## src/rtl/mem_arbiter.sv

```systemverilog
// mem_arbiter: serialises fetch and data accesses onto one fixed-latency memory port, data first.
module mem_arbiter #(
    parameter int LATENCY = 1
) (
    input  logic        clk,
    input  logic        rst,
    input  logic        if_req_i,
    input  logic [31:0] if_addr_i,
    output logic [31:0] if_rdata_o,
    output logic        if_ready_o,
    input  logic        d_req_i,
    input  logic        d_we_i,
    input  logic [31:0] d_addr_i,
    input  logic [31:0] d_wdata_i,
    output logic [31:0] d_rdata_o,
    output logic        d_ready_o,
    output logic        stall_f_o,
    output logic        stall_m_o,
    output logic        mem_en_o,
    output logic        mem_we_o,
    output logic [31:0] mem_addr_o,
    output logic [31:0] mem_wdata_o,
    input  logic [31:0] mem_rdata_i
);
    typedef enum logic [1:0] {IDLE, ISSUE, WAIT, DONE} state_e;
    localparam logic [3:0] LAT = 4'(LATENCY);
    state_e      state_q, state_d;
    logic [3:0]  cnt_q, cnt_d;
    logic        owner_q, owner_d, en_q, en_d, we_q, we_d;
    logic [31:0] addr_q, addr_d, wdata_q, wdata_d, rdata_q, rdata_d;
    always_ff @(posedge clk) begin
        if (rst) begin
            state_q <= IDLE;
            cnt_q   <= '0;
            owner_q <= 1'b0;
            en_q    <= 1'b0;
            we_q    <= 1'b0;
            addr_q  <= '0;
            wdata_q <= '0;
            rdata_q <= '0;
        end else begin
            state_q <= state_d;
            cnt_q   <= cnt_d;
            owner_q <= owner_d;
            en_q    <= en_d;
            we_q    <= we_d;
            addr_q  <= addr_d;
            wdata_q <= wdata_d;
            rdata_q <= rdata_d;
        end
    end
    // The memory-side registers double as the request capture, so mem_en is high exactly in ISSUE.
    always_comb begin
        state_d = state_q;
        cnt_d   = cnt_q;
        owner_d = owner_q;
        en_d    = 1'b0;
        we_d    = we_q;
        addr_d  = addr_q;
        wdata_d = wdata_q;
        rdata_d = rdata_q;
        case (state_q)
            IDLE: begin
                if (d_req_i) begin
                    owner_d = 1'b1;
                    we_d    = d_we_i;
                    addr_d  = d_addr_i;
                    wdata_d = d_wdata_i;
                    en_d    = 1'b1;
                    state_d = ISSUE;
                end else if (if_req_i) begin
                    owner_d = 1'b0;
                    we_d    = 1'b0;
                    addr_d  = if_addr_i;
                    en_d    = 1'b1;
                    state_d = ISSUE;
                end
            end
            ISSUE: begin
                cnt_d   = LAT;
                state_d = WAIT;
            end
            WAIT: begin
                cnt_d = cnt_q - 4'd1;
                if (cnt_q == 4'd1) begin
                    rdata_d = mem_rdata_i;
                    state_d = DONE;
                end
            end
            default: state_d = IDLE;
        endcase
    end
    assign mem_en_o    = en_q;
    assign mem_we_o    = we_q;
    assign mem_addr_o  = addr_q;
    assign mem_wdata_o = wdata_q;
    assign if_ready_o  = (state_q == DONE) && !owner_q;
    assign d_ready_o   = (state_q == DONE) && owner_q;
    assign if_rdata_o  = rdata_q;
    assign d_rdata_o   = rdata_q;
    assign stall_f_o   = if_req_i & ~if_ready_o;
    assign stall_m_o   = d_req_i & ~d_ready_o;
endmodule
```

## config.mk

```make
export PLATFORM = sky130hd
export DESIGN_NAME = mem_arbiter
export DESIGN_NICKNAME = d
export VERILOG_FILES = /design/src/rtl/mem_arbiter.sv
export SDC_FILE = /design/constraint.sdc
export NUM_CORES = 1
export LEC_CHECK = 0
export ABC_AREA = 1
export CELL_PAD_IN_SITES_DETAIL_PLACEMENT = 2
export CELL_PAD_IN_SITES_GLOBAL_PLACEMENT = 2
export CORE_ASPECT_RATIO = 0.8
export CORE_MARGIN = 3
export CORE_UTILIZATION = 17
export DETAILED_ROUTE_END_ITERATION = 16
export GPL_TIMING_DRIVEN = 0
export PLACE_DENSITY = 0.75
export SYNTH_ARGS = -nofsm -noshare
export SYNTH_HDL_FRONTEND = slang
export SYNTH_SLANG_ARGS = --single-unit
```

## constraint.sdc

```tcl
create_clock -name clk -period 1.3 [get_ports clk]
set_clock_uncertainty 0.1 [all_clocks]
set_input_delay 0.26 -clock clk [delete_from_list [all_inputs] [get_ports clk]]
set_output_delay 0.26 -clock clk [all_outputs]
set_load 0.03 [all_outputs]
```

* Yosys cells after proc, flatten, opt, wreduce, memory -nomap -nowiden
Index checks and enable logic that the tools add are counted.
** Storage, ports and cells
- Bits in registers :: 105
- Input bits :: 133
- Logic and storage cells :: 43
** Cells by class
- Add/subtract/negate cells :: 1
- Equal/unequal tests :: 6
- Mux-type cells :: 12
- Bitwise logic cells :: 5
- Reductions and logical operators :: 11
** Operators by type and width (number)
- 32-bit 2-to-1 mux :: 2
- 4-bit one-hot mux with 2 select lines :: 1
- 2-bit AND reduction :: 4
- 2-bit 2-to-1 mux :: 3
- 2-bit one-hot mux with 3 select lines :: 1
- 1-bit 2-to-1 mux :: 5
- 2-bit == test (second input constant) :: 2
- 4-bit by 1-bit == test with 1-bit output (second input constant) :: 1
- 2-bit nonzero test :: 2
- 4-bit by 1-bit subtractor with 4-bit output (second input constant) :: 1
- 3-bit inequality test (second input constant) :: 1
- 1-bit inverter :: 3
- 1-bit AND :: 2
- 2-bit by 1-bit == test with 1-bit output (second input constant) :: 1
- 1-bit logical AND :: 2
- 2-bit logical NOT :: 1
- 2-bit inequality test (second input constant) :: 1
- 2-bit OR reduction :: 1
- 1-bit logical NOT :: 1

* Longest topological paths before layout
- Word-level depth :: 4
- Mapped depth :: 8
- Gate-level depth less buffers :: 7

* Least setup slack after synthesis
Ideal clock, no wire load.
- Kind :: register -> output
- Start point :: register state_q[1]
- End point :: output port stall_f_o
- Arrival time :: 1.270 ns
- Slack :: -0.330 ns
- Stages on the path, launching flop included :: 5
- Cell sequence :: dfxtp_1 ha_1 inv_1 nor2_1 nor2_1
** Between the ends
- Word-level cells in the longest chain between the ends :: 4
** Ends and longest elaborated chain
- start, declared :: RTL line 27 : state_e state_q, state_d;
- start signal, assigned :: RTL line 42 : state_q <= state_d;
- 2-bit == test :: RTL line 97 : assign if_ready_o = (state_q == DONE) && !owner_q;
- 1-bit logical AND :: RTL line 97
- via if_ready_o :: RTL line 10 : output logic if_ready_o,
- 1-bit inverter :: RTL line 101 : assign stall_f_o = if_req_i & ~if_ready_o;
- 1-bit AND :: RTL line 101
- end, declared :: RTL line 17 : output logic stall_f_o,
The timed path passes the listed nets, and every way through them passes these cells.

* Worst setup path in the final report
- Start point :: register state_q[1]
- End point :: output port stall_m_o
** Between the ends
- Word-level cells in the longest chain between the ends :: 4
** Ends and longest elaborated chain
- 2-bit == test :: RTL line 98 : assign d_ready_o = (state_q == DONE) && owner_q;
- 1-bit logical AND :: RTL line 98
- 1-bit inverter :: RTL line 102 : assign stall_m_o = d_req_i & ~d_ready_o;
- 1-bit AND :: RTL line 102
- end, declared :: RTL line 18 : output logic stall_m_o,
No other way between the ends.

==> results by group <==
Timing
  – Final Setup Violations: 110
  – RSZ-0062 raised after global routing: yes
  – Worst slew pin tran: roughly 0.52 ns
  – Worst slew margin: 65.2%
  – Post-Route Setup TNS: -15.89 ns
  – Slew Viols, Final: 0
  – Crit share post-route: 122%
  – Fmax: 0.632 GHz
  – Post-layout minimum cycle time: 1.58 ns
  – Final hold viol count: 0
  – Fin worst setup slack: -0.283 ns
  – Hold slack: 0.135 ns

Logic synthesis
  – Most used DFF post-synth: dfxtp_1
  – Most frequent cells after synthesis: 137 x nand2_1, 136 x nor2_1, 105 x dfxtp_1, 40 x a21oi_1, 38 x buf_4
  – Synth area leaders: dfxtp_1 46%, nand2_1 11%, nor2_1 11%, buf_4 6.3%, a21oi_1 4.4%
  – Top-count cell post-synth: nand2_1
  – Average footprint of a synthesized cell: ~7.3 um^2
  – Mapped Nets: between 700 and 800
  – Number of synthesized flops with an enable pin: 0
  – Post-synth top area cell: dfxtp_1
  – Cell area after synthesis: 4530 um^2
  – Post-synth top area share: between 40 and 50%
  – Sequential share of the synthesized area: 46.4%
  – Seq cells post-synth: 105
  – Distinct cell type count after synthesis: 23
  – Cells after Synth: just over 600
  – Syn. warnings: 0
  – FFs w/ async S/R, synth: 0%

Pwr
  – Pwr Density: 1870 nW/um^2
  – Max VDD drop: 0.584 mV
  – Sequential share of power: roughly 29%
  – Psw: slightly below 7 mW
  – P_leak: 3.62 nW
  – Clock Power Share: 19.2%
  – Logic pwr share: 51.5%
  – Pint: 8.62 mW
  – Sw frac: 43.9%
  – Tot Pwr: about 15 mW

Global routing
  – Total track usage: 14.5%
  – Initial antenna violation count: 1
  – GRT overflow: 0
  – First-pass GRT wire length: between 30 and 40 mm
  – Pin count of the biggest net entering global routing: 20
  – Vias in the first global route: about 5700

Worst setup path
  – CP endpoint kind: primary output
  – Critical Path Start Type: flip-flop
  – CP arrival: 1.22 ns
  – Crit-path max FO: 4
  – Req. time, crit path: 0.94 ns
  – Critical path class: reg -> out
  – FF-to-FF path depth: 6

Min path
  – Class of the most critical hold timing path: in -> reg
  – Hold Crit Depth: 2

Floorplan
  – Die Span X: 188 um
  – Core area: 25800 um^2
  – Die Height: 152 um
  – Top-level port count: between 200 and 300
  – Die area: 28700 um^2
  – Initial Utilization: between 15 and 20%
  – FP Rows: 52

Clocking
  – Sink Count: 105
  – Clk_lat worst skew: 0.35 ns
  – CTS Buf Count: 9
  – Root Buffer: clkbuf_16
  – CTS tree: yes
  – H-Tree Depth: 3
  – CTS max path bufs: 2
  – CTS Hold Buffers Added: 0
  – Clock-pin transition on the worst setup and hold timing paths: 0.08 ns

Final layout
  – Share of cells above drive strength 1: about 33%
  – Fill cells: between 2000 and 3000
  – Area Growth Syn to Fin: 81.1%
  – Fin nets: 1057
  – Diodes inserted: 0
  – Final Core Density: 31.8%

Drt
  – Drt drc: 0
  – First-pass iteration count of the detailed router: 4
  – First DRT Iteration DRCs: 125
  – WL per Instance: 16.7 um
  – Vias: 5217
  – Antenna-violating nets left: 0
  – Post-Route WL: ~21 mm
  – Vias per inst: 4.09

Outcome
  – Failing checks: setup timing
  – Status: finished with violations

Place
  – Port bufs: 264
  – HPWL after DPL: around 16 mm
  – GP Congestion: 0.721
  – DP Worst Slack: -0.761 ns

Job
  – Max-cap viol count: 0
[routing by layer]
metal  up-vias  track usage, %  routed length, um
li1       2577               -                  -
met1      2473            17.6               9130
met2       149            25.0              10300
met3        16            5.28               1700
met4         2            2.76                223
met5         -               0                  7
[layout by cell type, fill, tap and decap left out, drive strengths merged, types with 4 or more instances in the layout]
master and instances:
dfxtp 105, a21oi 40, clkbuf 23, ha 5, inv 15, nand2 138
buf 217, nand4 32, nor2 137, nand3 4, clkdlybuf4s50 130, o21ai 68
[state kept, by name (all words and copies together) (netlist names)]
name,flops
mem_wdata_o,32
mem_we_o,1
mem_addr_o,32
owner_q,1
cnt_q,4
d_rdata_o,32
mem_en_o,1
state_q,2
[kinds of logic (layout without fill, tap and decap cells)]
family	count (synthesis)	in the layout	share of synthesized area, %
AOI/OAI and AO/OA	108	109	12.2
adders and majority gates	5	5	1.38
buffers and inverters	88	389	11.5
DFF	105	105	46.4
and+or+nand+nor	316	316	28.4
[metrics by stage]
stage,cells,area (um^2)
floorplan,622,4560
CTS,1271,8040
finish,1275,8200
global placement,1237,7640
global route,1275,8200
detailed placement,1237,7640
[layout make-up]
type | instances | area (um^2) | area share [%]
Tap cell | 351 | 439 | 5.35
Clock inverter | 7 | 87.6 | 1.07
Buffer | 65 | 591 | 7.20
Timing Repair Buffer | 296 | 2590 | 31.6
Multi-Input combinational cell | 430 | 2060 | 25.1
Inverter | 12 | 55.1 | 0.671
Clock buffer | 9 | 225 | 2.75
Sequential cell | 105 | 2160 | 26.3
[power groups by stage]
stage                     Clock (mW)  Sequential (mW)  Combinational [mW]
after floorplan                    0             5.79                3.01
after global placement             0             4.48                7.26
after detailed placement           0             4.52                7.38
after CTS                       3.11             4.49                7.72
after global routing            3.25             4.61                8.63
final                           2.95             4.50                7.91
[repair_timing]
action                                  in CTS  in global routing
gates cloned                                 4                  0
pin swaps                                    1                  2
gates resized for setup                    882                 71
buffers inserted                            25                  4
endpoints found under the setup margin     239                197
[worst max-delay path, cell delays in order, from the launching register on]
cell and delay (ns):
dfxtp_4 0.36, ha_4 0.17, nand2_2 0.08, inv_4 0.05, nor2_4 0.07, buf_6 0.14
[path summary, 6_finish.rpt]
| kind | from | slack [ns] | to |
|---|---|---|---|
| min reg2reg | mem_we_o$_SDFFE_PP0P_ | 0.37 | mem_we_o$_SDFFE_PP0P_ |
| min | rst | 0.14 | d_rdata_o[1]$_SDFFE_PP0P_ |
| max reg2reg | state_q[0]$_SDFFE_PP0P_ | -0.28 | d_rdata_o[22]$_SDFFE_PP0P_ |
| max | state_q[1]$_SDFFE_PP0P_ | -0.28 | stall_m_o |
No activity file was read; power rests on OpenSTA's default activity.
